<file path="src/rtl/spike_threshold_adapt_if.sv">
// Sample-stream and threshold bus between the adaptive threshold block
// and its neighbours: raw samples and gain come in, the threshold goes out.
interface spike_threshold_adapt_if;
  logic signed [15:0] data_in;
  logic               sample_en;
  logic        [4:0]  k_mult;
  logic signed [15:0] threshold;
  logic               thr_update;
  logic               thr_valid;

  modport master (
    output data_in, sample_en, k_mult,
    input  threshold, thr_update, thr_valid
  );

  modport slave (
    input  data_in, sample_en, k_mult,
    output threshold, thr_update, thr_valid
  );
endinterface

</file>
<file path="src/rtl/spike_threshold_adapt.sv">
// Adaptive spike threshold: windowed mean |x| -> sigma estimate -> gain,
// floor/clamp, then exponential smoothing into a negative threshold.
module spike_threshold_adapt #(
  parameter int                 LOG2_WIN    = 10,
  parameter int                 ALPHA_SHIFT = 3,
  parameter int                 MIN_MAG     = 64,
  parameter logic signed [15:0] INIT_THR    = -16'sd1000,
  parameter int                 SAT_LIMIT   = 30000
) (
  input logic                    clk,
  input logic                    rst,
  spike_threshold_adapt_if.slave bus
);
  localparam int ACC_W = 15 + LOG2_WIN;

  localparam logic signed [16:0] SAT_HI  = 17'(SAT_LIMIT);
  localparam logic signed [16:0] SAT_LO  = -SAT_HI;
  localparam logic        [21:0] MIN_W   = 22'(MIN_MAG);
  localparam logic        [21:0] MAX_W   = 22'd32767;

  typedef enum logic [1:0] {ACCUM, SCALE, UPDATE} state_t;

  state_t                    state_reg;
  logic [ACC_W-1:0]          acc_reg;
  logic [LOG2_WIN-1:0]       count_reg;
  logic [14:0]               mean_reg;
  logic [14:0]               target_reg;
  logic signed [15:0]        thr_reg;
  logic                      upd_reg;
  logic                      valid_reg;

  // Sample qualification and magnitude
  logic signed [16:0] x_ext;
  logic [15:0]        neg_x;
  logic [14:0]        mag;
  logic               artifact;
  logic               accept;
  logic [ACC_W-1:0]   sum_next;
  logic               window_done;
  logic [14:0]        mean_next;

  assign x_ext       = {bus.data_in[15], bus.data_in};
  assign artifact    = (x_ext <= SAT_LO) || (x_ext >= SAT_HI);
  assign accept      = bus.sample_en && !artifact;
  assign neg_x       = ~bus.data_in + 16'd1;
  // -32768 has no 15-bit magnitude, so it saturates
  assign mag         = (bus.data_in == 16'sh8000) ? 15'h7FFF
                     : (bus.data_in[15] ? neg_x[14:0] : bus.data_in[14:0]);
  assign sum_next    = acc_reg + ACC_W'(mag);
  assign window_done = accept && (count_reg == '1);
  assign mean_next   = 15'(sum_next >> LOG2_WIN);

  // Scaling path
  logic [16:0] sigma;
  logic [21:0] prod_full;
  logic [21:0] prod;
  logic [14:0] target_next;

  assign sigma     = {2'b00, mean_reg} + {4'b0000, mean_reg[14:2]};
  assign prod_full = 22'(sigma) * 22'(bus.k_mult);
  assign prod      = prod_full >> 2;

  always_comb begin
    target_next = prod[14:0];
    if (prod < MIN_W)
      target_next = MIN_W[14:0];
    else if (prod > MAX_W)
      target_next = MAX_W[14:0];
  end

  // Smoothing path, 17-bit signed so the difference cannot wrap
  logic signed [16:0] neg_target;
  logic signed [16:0] thr_ext;
  logic signed [16:0] diff;
  logic signed [16:0] step;
  logic signed [16:0] smoothed;
  logic signed [15:0] thr_next;

  assign neg_target = -$signed({2'b00, target_reg});
  assign thr_ext    = {thr_reg[15], thr_reg};
  assign diff       = neg_target - thr_ext;
  assign step       = diff >>> ALPHA_SHIFT;
  assign smoothed   = thr_ext + step;
  assign thr_next   = valid_reg ? smoothed[15:0] : neg_target[15:0];

  always_ff @(posedge clk) begin
    if (rst) begin
      state_reg  <= ACCUM;
      acc_reg    <= '0;
      count_reg  <= '0;
      mean_reg   <= '0;
      target_reg <= '0;
      thr_reg    <= INIT_THR;
      upd_reg    <= 1'b0;
      valid_reg  <= 1'b0;
    end else begin
      upd_reg <= 1'b0;

      // Accumulation runs regardless of compute state; a window of at least
      // four samples guarantees SCALE/UPDATE finish before the next close.
      if (accept) begin
        if (window_done) begin
          acc_reg   <= '0;
          count_reg <= '0;
          mean_reg  <= mean_next;
        end else begin
          acc_reg   <= sum_next;
          count_reg <= count_reg + 1'b1;
        end
      end

      case (state_reg)
        ACCUM: begin
          if (window_done)
            state_reg <= SCALE;
        end
        SCALE: begin
          target_reg <= target_next;
          state_reg  <= UPDATE;
        end
        UPDATE: begin
          thr_reg   <= thr_next;
          upd_reg   <= 1'b1;
          valid_reg <= 1'b1;
          state_reg <= ACCUM;
        end
        default: state_reg <= ACCUM;
      endcase
    end
  end

  assign bus.threshold  = thr_reg;
  assign bus.thr_update = upd_reg;
  assign bus.thr_valid  = valid_reg;
endmodule
</file>
<file path="src/flat_wrapper.sv">
// flat-port wrapper written by rule: the top's interface ports become plain ports
module spike_threshold_adapt_flat 
#(
  parameter int                 LOG2_WIN    = 10,
  parameter int                 ALPHA_SHIFT = 3,
  parameter int                 MIN_MAG     = 64,
  parameter logic signed [15:0] INIT_THR    = -16'sd1000,
  parameter int                 SAT_LIMIT   = 30000
)
  (clk, rst, bus_data_in, bus_sample_en, bus_k_mult, bus_threshold, bus_thr_update, bus_thr_valid);
  spike_threshold_adapt_if bus_i ();
  input logic clk;
  input logic rst;
  input wire logic [$bits(bus_i.data_in)-1:0] bus_data_in;
  input wire logic [$bits(bus_i.sample_en)-1:0] bus_sample_en;
  input wire logic [$bits(bus_i.k_mult)-1:0] bus_k_mult;
  output wire logic [$bits(bus_i.threshold)-1:0] bus_threshold;
  output wire logic [$bits(bus_i.thr_update)-1:0] bus_thr_update;
  output wire logic [$bits(bus_i.thr_valid)-1:0] bus_thr_valid;
  assign bus_i.data_in = bus_data_in;
  assign bus_i.sample_en = bus_sample_en;
  assign bus_i.k_mult = bus_k_mult;
  assign bus_threshold = bus_i.threshold;
  assign bus_thr_update = bus_i.thr_update;
  assign bus_thr_valid = bus_i.thr_valid;
  spike_threshold_adapt #(.LOG2_WIN(LOG2_WIN), .ALPHA_SHIFT(ALPHA_SHIFT), .MIN_MAG(MIN_MAG), .INIT_THR(INIT_THR), .SAT_LIMIT(SAT_LIMIT)) u_core (.clk(clk), .rst(rst), .bus(bus_i));
endmodule
</file>
<file path="config.mk">
export PLATFORM = sky130hd
export DESIGN_NAME = spike_threshold_adapt_flat
export DESIGN_NICKNAME = d
export VERILOG_FILES = /design/src/rtl/spike_threshold_adapt_if.sv /design/src/rtl/spike_threshold_adapt.sv /design/src/flat_wrapper.sv
export SDC_FILE = /design/constraint.sdc
export NUM_CORES = 1
export LEC_CHECK = 0
export CAP_MARGIN = 20
export CORE_ASPECT_RATIO = 1.5
export CORE_UTILIZATION = 50
export CTS_BUF_LIST = sky130_fd_sc_hd__clkbuf_8
export CTS_CLUSTER_SIZE = 28
export DETAILED_ROUTE_END_ITERATION = 8
export HOLD_SLACK_MARGIN = 0.03
export PLACE_DENSITY = 0.7
export REMOVE_ABC_BUFFERS = 1
export SYNTH_ARGS = -nofsm -noshare
export SYNTH_HDL_FRONTEND = slang
export SYNTH_SLANG_ARGS = --single-unit
</file>
<file path="constraint.sdc">
create_clock -name clk -period 5.5 [get_ports clk]
set_clock_uncertainty 0.1 [all_clocks]
set_input_delay 1.1 -clock clk [delete_from_list [all_inputs] [get_ports clk]]
set_output_delay 1.1 -clock clk [all_outputs]
set_load 0.03 [all_outputs]
</file>
==> out/metrics.yaml <==
ios: 42
std_cell_rows: 61
required_ps: 5610
core_um2: 18700
ys_ff_latch: 85
grt.total_usage: 0.266
worst_slew_pin_slew_ps: 1010
hold_path.class: "reg -> reg"
r2r_end: "u_core.target_reg[13]"
maxSlewViolCount: 0
timing_hold_violations_final: 0
p_switching_uw: 435
total_power_uw: 1440
largest_register_ffs: 25
ys_warn_count: 0
clk_latency_ps: 390
cts_buffer_depth: 2
grt.busiest_layer: "met2"
critPathCaptureType: "flop"
fin_crit_sh: 1.08
via_per_inst: 5.67
dieWidth_um: 115
syn_area_um2: 9660
synth.most_common_cell: "nand2_1"
hold_start: "u_core.acc_reg[0]"
p_int_uw: 1000
globalRouteMet3Util: 0.0305
max_freq_ghz: 0.168
cts_buffers: 9
p_comb_frac: 0.220
met2_usage: 0.514
synth_ff_type: "dfxtp_1"
ys_top_cells_by_count: "116 x nand2_1, 95 x inv_1, 92 x ha_1, 88 x a21oi_1, 85 x dfxtp_1"
cellPowerDensity_nw_per_um2: 119
drt_iter0_markers: 382
async_flop_share: 0
diodes: 0
r2r_cells: 25
switching_share: 0.302
finalWirelength_um: 25300
worstPathArrival_ps: 6060
final_nets: 1574
sequentialPowerShare: 0.451
cpMaxStageDelayCell: "fa_1"
antenna_found_initial: 0
postLayoutCoreUtil: 0.646
grt_pass1_wl_um: 42100
synth.avg_cell_area_um2: 7.78
leakage_uw: 0.00550
worst-path-buf-inv: 6
slew_headroom: 0.323
synth_area_leaders: "dfxtp_1 18%, ha_1 12%, fa_1 9.3%"
worst_slack_ps: -452
synthCells: 1241
io_buffers: 41
cp_max_fo: 4
drc: 0
fp.dieArea_um2: 19900
crit_path_start_kind: "flop"
peakVddDrop_v: 0.000149
min_to: "u_core.acc_reg[0]"
yosysTopAreaCell: "dfxtp_1"
clk_pin_slew_ps: 100
violations: "negative setup slack"
grt_max_degree: 44
p_clk_frac: 0.329
grt_pass1_vias: 9351
synth-seq-area-share: 0.176
die_y_um: 172
critical_path_class: "reg -> reg"
finalSetupTns_ps: -6050
status: "complete, but fails checks"
wl_per_cell_um: 15.1
cts_hold_buf: 0
min_delay_path_depth: 2
r2r_start: "u_core.mean_reg[1]"
vias: 9475
crit_top_cell: "fa_1"
area_growth_pct: 25.1
layout-drive-gt1-share: 0.202
clockRootBuffer: "clkbuf_8"
cts.sinks: 85
ant_nets: 0
cts_tree: "built"
grt_use_met1: 0.276
routabilityCongestion: 0.881
dr.pass1.iters: 5
timing.final.crit_period_ps: 5950
synth_top_area_share: 0.176
initial_core_util: 0.517
slowest_delay_ps: 500
hpwl_um: 19900
critPathTopFamily: "adder cells"
grt_overflow: 0
grt_setup_unrepaired: "yes"
ff2ff_setup_slack_ps: -450
htreeDepth: 3
synth_cell_types: 83
setup_viol: 15
timing.max_cap.violations: 0
synth_edf_count: 0
## cells by family (layout without fill, tap and decap cells)
| kind of cell | count (synthesis) | after routing | synth area share |
|---|---|---|---|
| AND/OR/NAND/NOR | 455 | 455 | 0.244 |
| AO/OA/AOI/OAI | 316 | 316 | 0.216 |
| buffers and inverters | 148 | 325 | 0.0587 |
| adder cells (fa/ha/maj) | 137 | 137 | 0.212 |
| XOR/XNOR | 89 | 89 | 0.0807 |
| flip-flops | 85 | 85 | 0.176 |
| multiplexers | 11 | 11 | 0.0117 |
## layer usage
| layer | share of wire | wire length, µm | up-vias |
|---|---|---|---|
| li1 | - | - | 4736 |
| met1 | 0.40 | 10100 | 4527 |
| met2 | 0.54 | 13600 | 145 |
| met3 | 0.020 | 516 | 67 |
| met4 | 0.044 | 1120 | 0 |
| met5 | 0 | 0 | - |
## worst max path at each step
stage | depth (start not counted) | start | endpoint | slack [ps]
4_1_cts | 25 | u_core.mean_reg[2] | u_core.target_reg[13] | -430
5_1_grt | 25 | u_core.mean_reg[2] | u_core.target_reg[13] | -740
2_1_floorplan | 24 | u_core.mean_reg[2] | u_core.target_reg[6] | -950
6_report | 25 | u_core.mean_reg[1] | u_core.target_reg[13] | -450
3_5_place_dp | 26 | u_core.mean_reg[0] | u_core.target_reg[14] | -990
3_3_place_gp | 25 | u_core.mean_reg[0] | u_core.target_reg[7] | -910
## timing repair
action,in CTS,in global routing
cloned,0,0
setup buffers,10,3
setup endpoints to repair,15,15
gates resized for setup,66,27
pin swaps,60,42
## cell type report
class | count | area, µm²
multi-input cells | 1008 | 7770
fillers | 1661 | 6620
repair buffers | 214 | 1730
flip-flops and latches | 85 | 1710
inverters | 95 | 357
well taps | 252 | 315
clock buffers | 11 | 151
clock inverters | 5 | 51.3
## worst reg2reg max path, delay by kind of cell, from the launching register on
| family | cells | cell delay (ps) |
|---|---|---|
| xor+xnor | 1 | 270 |
| buf+inv | 6 | 640 |
| flops | 1 | 330 |
| simple gates | 5 | 1310 |
| compound gates | 8 | 1320 |
| fa+ha+maj | 5 | 1830 |
## cells in the final DEF, fill, tap and decap left out, types with 30 or more instances in the layout
cell	synthesis	final
nor2_1	81	79
clkdlybuf4s50_1	0	40
xor2_1	32	30
dfxtp_1	85	81
a21oi_1	88	82
and2_1	54	45
o21ai_0	56	51
xnor2_1	57	52
inv_1	95	90
nand2_1	116	112
ha_1	92	81
nand3_1	45	44
fa_1	45	43
buf_4	1	167
## through the flow
step / instance area, µm² / setup slack (ps) / hold WS, ps / std cells
floorplan: 9450 / -951 / 330 / 1188
global placement: 11400 / -907 / 343 / 1640
finish: 12100 / -452 / 367 / 1670
detailed placement: 11400 / -994 / 355 / 1640
CTS: 11900 / -432 / 370 / 1666
global route: 12100 / -739 / 385 / 1670
## power groups by stage
stage | combinational (µW) | sequential [µW] | clock (µW)
global placement | 305 | 663 | 0
detailed placement | 311 | 663 | 0
CTS | 314 | 649 | 477
finish | 317 | 649 | 473
floorplan | 205 | 660 | 0
global route | 352 | 652 | 501
(Power assumes the default switching activity.)
